<file path="src/rtl/sli_reset_sequencer.sv">
// Reset sequencer: synchronises the board nreset, then releases domain resets one at a time,
// STAGE_DELAY cycles apart. A four-phase software-reset handshake re-runs the sequence.
module sli_reset_sequencer #(
  parameter int SYNC_STAGES    = 2,
  parameter int NUM_DOMAINS    = 4,
  parameter int STAGE_DELAY    = 8,
  parameter int SW_HOLD_CYCLES = 4
) (
  input  logic                   clk,
  input  logic                   nreset,
  input  logic                   sw_rst_req,
  output logic                   sw_rst_ack,
  output logic [NUM_DOMAINS-1:0] domain_nreset,
  output logic                   rst_done,
  output logic [7:0]             rst_count,
  output logic [2:0]             dbg_state
);

  localparam int CNT_MAX = (STAGE_DELAY > SW_HOLD_CYCLES) ? STAGE_DELAY : SW_HOLD_CYCLES;
  localparam int CW      = $clog2(CNT_MAX) + 1;
  localparam int IW      = $clog2(NUM_DOMAINS) + 1;

  localparam logic [CW-1:0] STAGE_LAST = CW'(STAGE_DELAY - 1);
  localparam logic [CW-1:0] HOLD_LAST  = CW'(SW_HOLD_CYCLES - 1);
  localparam logic [IW-1:0] IDX_LAST   = IW'(NUM_DOMAINS - 1);

  typedef enum logic [2:0] {
    ST_RESET   = 3'd0,
    ST_RELEASE = 3'd1,
    ST_DONE    = 3'd2,
    ST_SW_HOLD = 3'd3,
    ST_SW_WAIT = 3'd4
  } state_t;

  state_t                 state_q, state_d;
  logic [SYNC_STAGES-1:0] sync_q, sync_d;
  logic [CW-1:0]          cnt_q, cnt_d;
  logic [IW-1:0]          idx_q, idx_d;
  logic [NUM_DOMAINS-1:0] dom_q, dom_d;
  logic                   done_q, done_d;
  logic                   ack_q, ack_d;
  logic [7:0]             count_q, count_d;
  logic                   nrst_sync;

  // Synchroniser: cleared asynchronously, shifts ones in after nreset rises.
  always_comb begin
    sync_d = {sync_q[SYNC_STAGES-2:0], 1'b1};
  end

  assign nrst_sync = sync_q[SYNC_STAGES-1];

  // Software reset handshake (four-phase): sw_rst_req is only sampled in DONE (to start)
  // and SW_WAIT (to finish). sw_rst_ack rises once the hold has elapsed and stays high
  // until sw_rst_req is seen low, at which point ack drops and the release sequence restarts.
  always_comb begin
    state_d = state_q;
    cnt_d   = cnt_q;
    idx_d   = idx_q;
    dom_d   = dom_q;
    done_d  = done_q;
    ack_d   = ack_q;
    count_d = count_q;

    case (state_q)
      ST_RESET: begin
        if (nrst_sync) begin
          state_d = ST_RELEASE;
          cnt_d   = '0;
          idx_d   = '0;
        end
      end

      ST_RELEASE: begin
        if (cnt_q == STAGE_LAST) begin
          for (int k = 0; k < NUM_DOMAINS; k++) begin
            if (idx_q == IW'(k)) begin
              dom_d[k] = 1'b1;
            end
          end
          cnt_d = '0;
          idx_d = idx_q + IW'(1);
          if (idx_q == IDX_LAST) begin
            state_d = ST_DONE;
            done_d  = 1'b1;
            if (count_q != 8'hff) begin
              count_d = count_q + 8'd1;
            end
          end
        end else begin
          cnt_d = cnt_q + CW'(1);
        end
      end

      ST_DONE: begin
        if (sw_rst_req) begin
          state_d = ST_SW_HOLD;
          dom_d   = '0;
          done_d  = 1'b0;
          cnt_d   = '0;
        end
      end

      ST_SW_HOLD: begin
        if (cnt_q == HOLD_LAST) begin
          state_d = ST_SW_WAIT;
          ack_d   = 1'b1;
          cnt_d   = '0;
        end else begin
          cnt_d = cnt_q + CW'(1);
        end
      end

      ST_SW_WAIT: begin
        if (!sw_rst_req) begin
          state_d = ST_RELEASE;
          ack_d   = 1'b0;
          cnt_d   = '0;
          idx_d   = '0;
        end
      end

      default: begin
        state_d = ST_RESET;
      end
    endcase
  end

  always_ff @(posedge clk or negedge nreset) begin
    if (!nreset) begin
      state_q <= ST_RESET;
      sync_q  <= '0;
      cnt_q   <= '0;
      idx_q   <= '0;
      dom_q   <= '0;
      done_q  <= 1'b0;
      ack_q   <= 1'b0;
      count_q <= 8'd0;
    end else begin
      state_q <= state_d;
      sync_q  <= sync_d;
      cnt_q   <= cnt_d;
      idx_q   <= idx_d;
      dom_q   <= dom_d;
      done_q  <= done_d;
      ack_q   <= ack_d;
      count_q <= count_d;
    end
  end

  assign domain_nreset = dom_q;
  assign rst_done      = done_q;
  assign sw_rst_ack    = ack_q;
  assign rst_count     = count_q;
  assign dbg_state     = state_q;

endmodule

</file>
<file path="config.mk">
export PLATFORM = sky130hd
export DESIGN_NAME = sli_reset_sequencer
export DESIGN_NICKNAME = d
export VERILOG_FILES = /design/src/rtl/sli_reset_sequencer.sv
export SDC_FILE = /design/constraint.sdc
export NUM_CORES = 1
export LEC_CHECK = 0
export ABC_AREA = 1
export CORE_MARGIN = 2
export CORE_UTILIZATION = 60
export CTS_BUF_LIST = sky130_fd_sc_hd__clkbuf_8
export CTS_CLUSTER_DIAMETER = 80
export DETAILED_ROUTE_END_ITERATION = 7
export PLACE_DENSITY = 0.85
export SLEW_MARGIN = 30
export SYNTH_ARGS = -nofsm -noshare
export SYNTH_HDL_FRONTEND = slang
export SYNTH_SLANG_ARGS = --single-unit
</file>
<file path="constraint.sdc">
create_clock -name clk -period 2.74 [get_ports clk]
set_input_delay 0.274 -clock clk [delete_from_list [all_inputs] [get_ports clk]]
set_output_delay 0.274 -clock clk [all_outputs]
set_load 0.02 [all_outputs]
</file>
Yosys cells after proc, flatten, opt, wreduce, memory -nomap -nowiden
Index checks and enable logic that the tools add are counted.
{ "classes": {"eq_ne": 19, "reduce_logical": 15, "muxes": 29, "n_addsub": 3} }
{ "ops": {"columns": ["op", "n"], "rows": [
  ["$reduce_and A4 Y1", 7],
  ["$mux W3", 9],
  ["$mux W4", 6],
  ["$pmux W4 S5", 1],
  ["$ne A2 B2 Y1 const B", 9],
  ["$pmux W3 S5", 1],
  ["$eq A3 B2 Y1 const B", 4],
  ["$pmux W3 S3", 1],
  ["$add A8 B1 Y8 const B", 1],
  ["$mux W1", 8],
  ["$ne A8 B8 Y1 const B", 1],
  ["$pmux W4 S2", 1],
  ["$eq A3 B1 Y1 const B", 2],
  ["$logic_not A3 Y1", 2],
  ["$reduce_and A6 Y1", 1],
  ["$reduce_bool A5 Y1", 1],
  ["$add A4 B1 Y4 const B", 1],
  ["$eq A4 B2 Y1 const B", 1],
  ["$eq A4 B3 Y1 const B", 1],
  ["$pmux W1 S2", 2],
  ["$reduce_bool A2 Y1", 2],
  ["$add A3 B1 Y3 const B", 1],
  ["$eq A3 B3 Y1 const B", 1],
  ["$reduce_and A3 Y1", 1],
  ["$reduce_bool A3 Y1", 1]
]} }
{ "word_totals": {"elab_cells": 77, "input_bits": 3, "regBits": 26, "output_inout_bits": 17} }

Logic depth before layout (Yosys ltp)
{ "depth": {"ltp_word": 4, "ltp_mapped": 9, "ltp_nobuf": 8} }

Worst setup path before layout
OpenSTA, ideal clock, no wires.
{ "synth_timing": {"kind": "register to register", "start": "reg count_q[0] (netlist: rst_count[0])", "end": "reg count_q[2] (netlist: rst_count[2])", "required_ps": 2664, "synth_period_minus_slack_ps": 1427, "arrival_ps": 1350, "setup_time_ps": 76, "slack_ps": 1313, "stages_incl_launch_ff": 8, "path_buffers": 0, "path_cell_list": "dfrtp_1 -> ha_1 -> nand3_1 -> nor3_4 -> inv_2 -> nand2_2 -> nand2_1 -> o21ai_1"} }
{ "synth_between": {"elab_chain_cells": 2, "elab_cells_between_ends": 3, "classes_between": "add/sub: 1; eq/ne: 1; reduce/logical: 1"} }
{ "synth_lines": {"columns": ["element", "line_no", "rtl"], "rows": [
  ["start: declaration", "42", "logic [7:0] count_q, count_d;"],
  ["start signal: assignment", "146", "count_q <= count_d;"],
  ["branches (longest 2 deep; another with $add A8 B1 Y8)", null, null]
]} }
Parallel ways; which one is timed is not known.
A chain may end at the register's enable or synchronous reset.

Worst setup path in the final report
{ "layout_timing": {"start": "reg state_q[2] (netlist: dbg_state[2])", "end": "out dbg_state[2]"} }
{ "layout_rtl": {"columns": ["element", "line_no", "rtl"], "rows": [
  ["start: declaration", "35", "state_t state_q, state_d;"],
  ["start signal: assignment", "139", "state_q <= state_d;"],
  ["end: declaration", "16", "output logic [2:0] dbg_state"]
]} }
No word-level cell between the ends.

==> impl_metrics.toml <==
[critical_path]
cp_slowest_stage_delay_ns = 0.67
crit_required_ns = 2.47
cp.arrival_ns = 1.45
critical_path.max_fanout = 9
crit_family = "buffers and inverters"
critical-path-slowest-cell = "clkdlybuf4s50_1"
path_cells = "clkdlybuf4s50_1"
crit_type = "reg -> out"
worstSetupEndpointType = "output port"
startpoint_type = "flop"
crit_buf_inv = 1

[timing]
post-route-period-util_pct = 62.8
fmax_mhz = 582
setup_viol = 0
hold_slack_ns = 0.360
finalCriticalPeriod_ns = 1.72
grt_setup_unrepaired = "no"
fin_setup_tns_ns = 0
skew_ns = 0.00160
slew_viol_final = 0
final_hold_viol_count = 0
setup_ws_ns = 1.02

[floorplan]
die_w_um = 52.8
core_mm2 = 0.00223
fp.dieArea_mm2 = 0.00279
die_h_um = 52.8
rows = 17
initial_utilization_pct = 64.0
num_io_pins = 20

[clock_tree]
cts-root-buf = "clkbuf_8"
clk_pin_slew_worst_paths_ns = 0.08
clk_latency_ns = 0.26
cts.sinks = 25
htreeDepth = 1
cts_buffer_depth = 2
cts_setup_buffers = 0
post_cts_resize_count = 0
numCtsBuffers = 3
cts_tree = "built"
cts_hold_buf = 0

[placement]
gp_congestion = 0.940
numPortBuffers = 19
post-place-ws_ns = 1.25
dp.cells = 231
dp_hpwl_mm = 2.06

[layout]
area_growth_pct = 18.4
final_nets = 218
finish.utilization_pct = 75.8
drive_gt1_share_pct = 8.70
antennaDiodeCount = 0
stdcell_count = 235

[route]
ant_nets = 0
num_vias = 1222
first_iter_violations = 29
first_pass_iters = 4
wl_per_cell_um = 11.8
wirelength_mm = 2.77
drc = 0
post_drt_via_cell_ratio = 5.20

[synth]
synth_compound_area_share_pct = 5.42
synth.top_cells.by_count = "72 x nand2_1, 25 x dfrtp_1, 16 x inv_1"
postSynthNetCount = 195
synth.most_common_cell = "nand2_1"
async_flop_share_pct = 100
ys.flop_type = "dfrtp_1"
synth_top_cell_by_area = "dfrtp_1"
synthSimpleGateAreaFrac_pct = 35.3
synth_top_area_share_pct = 43.7
synthAdderAreaFrac_pct = 6.12
ys_seq_area_share_pct = 43.7
ys_seq_elements = 25
yosys_warnings = 0
synth_xor_area_share_pct = 3.06
synth_edf_count = 0
ys_top_cells_by_area = "dfrtp_1 44%, nand2_1 19%, ha_1 6.1%"
synthCells = 185
muxShareOfSynthArea_pct = 0
syn_area_per_cell_um2 = 7.73
ys_types = 23
synth_top_family_by_area = "simple AND/OR/NAND/NOR gates"
syn_area_mm2 = 0.00143

[grt]
grt_pass1_wl_mm = 4.74
overflow = 0
grt_start_max_net_pins = 26
antenna_found_initial = 0
grt_use_total_pct = 23.4
grt_pass1_vias = 1144

[outcome]
status = "finished clean"

[pwr]
p_per_area_mw_per_mm2 = 840
power_leakage_nw = 0.872
vdd_drop_max_mv = 0.671

[flow_run]
maxCapViolations = 0

[hold_path]
hold_class = "in -> async"
metrics by stage:
stage	total power, mW	cell area [um2]
final	1.42	1690
after global routing	1.55	1690
after CTS	1.43	1690
after detailed placement	1.22	1650
after global placement	1.19	1650
after floorplan	1.02	1430
cell families (layout without fill, tap and decap cells):
logic type / Yosys count / after routing
compound gates: 14 / 14
xor+xnor: 5 / 5
fa+ha+maj: 7 / 7
buf+inv: 21 / 43
flops: 25 / 25
other cells: 1 / 1
simple gates: 112 / 112
worst register-to-register path: cells and delay by family, from the launching register on:
kind / cells / cell delay, ns
flip-flops: 1 / 0.42
AND/OR/NAND/NOR: 6 / 0.79
adder cells (fa/ha/maj): 1 / 0.26
layer usage:
layer,track usage (%),vias up,part of all wire (%)
met2,38.8,21,50
met4,8.12,0,0.32
met1,30.9,571,47
li1,-,628,-
met3,3.71,2,2.7
met5,0,-,0
power by group:
part           switching [mW]  internal [mW]  total, mW
combinational           0.411          0.254      0.664
clock                   0.111          0.100      0.211
sequential             0.0881          0.459      0.547
total                   0.610          0.812       1.42
sequential cells by signal, indices dropped and copies added, names as in the netlist:
| register | flops |
|---|---|
| sync_q | 2 |
| sw_rst_ack | 1 |
| cnt_q | 4 |
| rst_count | 8 |
| domain_nreset | 4 |
| idx_q | 3 |
| dbg_state | 3 |
final cells by class:
| type | instances | area [um2] |
|---|---|---|
| Timing Repair Buffer | 20 | 198 |
| Multi-Input combinational cell | 139 | 717 |
| Sequential cell | 25 | 626 |
| Inverter | 19 | 72.6 |
| Clock buffer | 3 | 41.3 |
| Tap cell | 28 | 35.0 |
| Clock inverter | 1 | 3.75 |
| Fill cell | 172 | 541 |
final timing paths:
| check | start | to | slack (ns) | depth (start not counted) |
|---|---|---|---|---|
| setup / recovery | dbg_state[2]$_DFFE_PN0P_ | dbg_state[2] | 1.02 | 1 |
| hold / removal | nreset | cnt_q[1]$_DFFE_PN0P_ | 0.36 | 2 |
| setup reg to reg | cnt_q[0]$_DFFE_PN0P_ | rst_count[6]$_DFFE_PN0P_ | 1.22 | 7 |
| hold reg to reg | sync_q[0]$_DFF_PN0_ | sync_q[1]$_DFF_PN0_ | 0.36 | 0 |
| max in group asynchronous | nreset | rst_count[2]$_DFFE_PN0P_ | 2.14 | 2 |
| min in group clk | sync_q[0]$_DFF_PN0_ | sync_q[1]$_DFF_PN0_ | 0.36 | 0 |
cell usage in the layout (no fill, tap or decap), drive strengths merged:
cell	count
nand4	4
a21oi	1
ha	7
xnor2	2
dfrtp	25
o21ai	10
nor3	1
o21bai	3
clkbuf	3
clkinv	1
xor2	3
conb	1
nand2	75
nor2	16
buf	1
inv	19
nand3	16
clkdlybuf4s50	19
(Power assumes the default switching activity.)
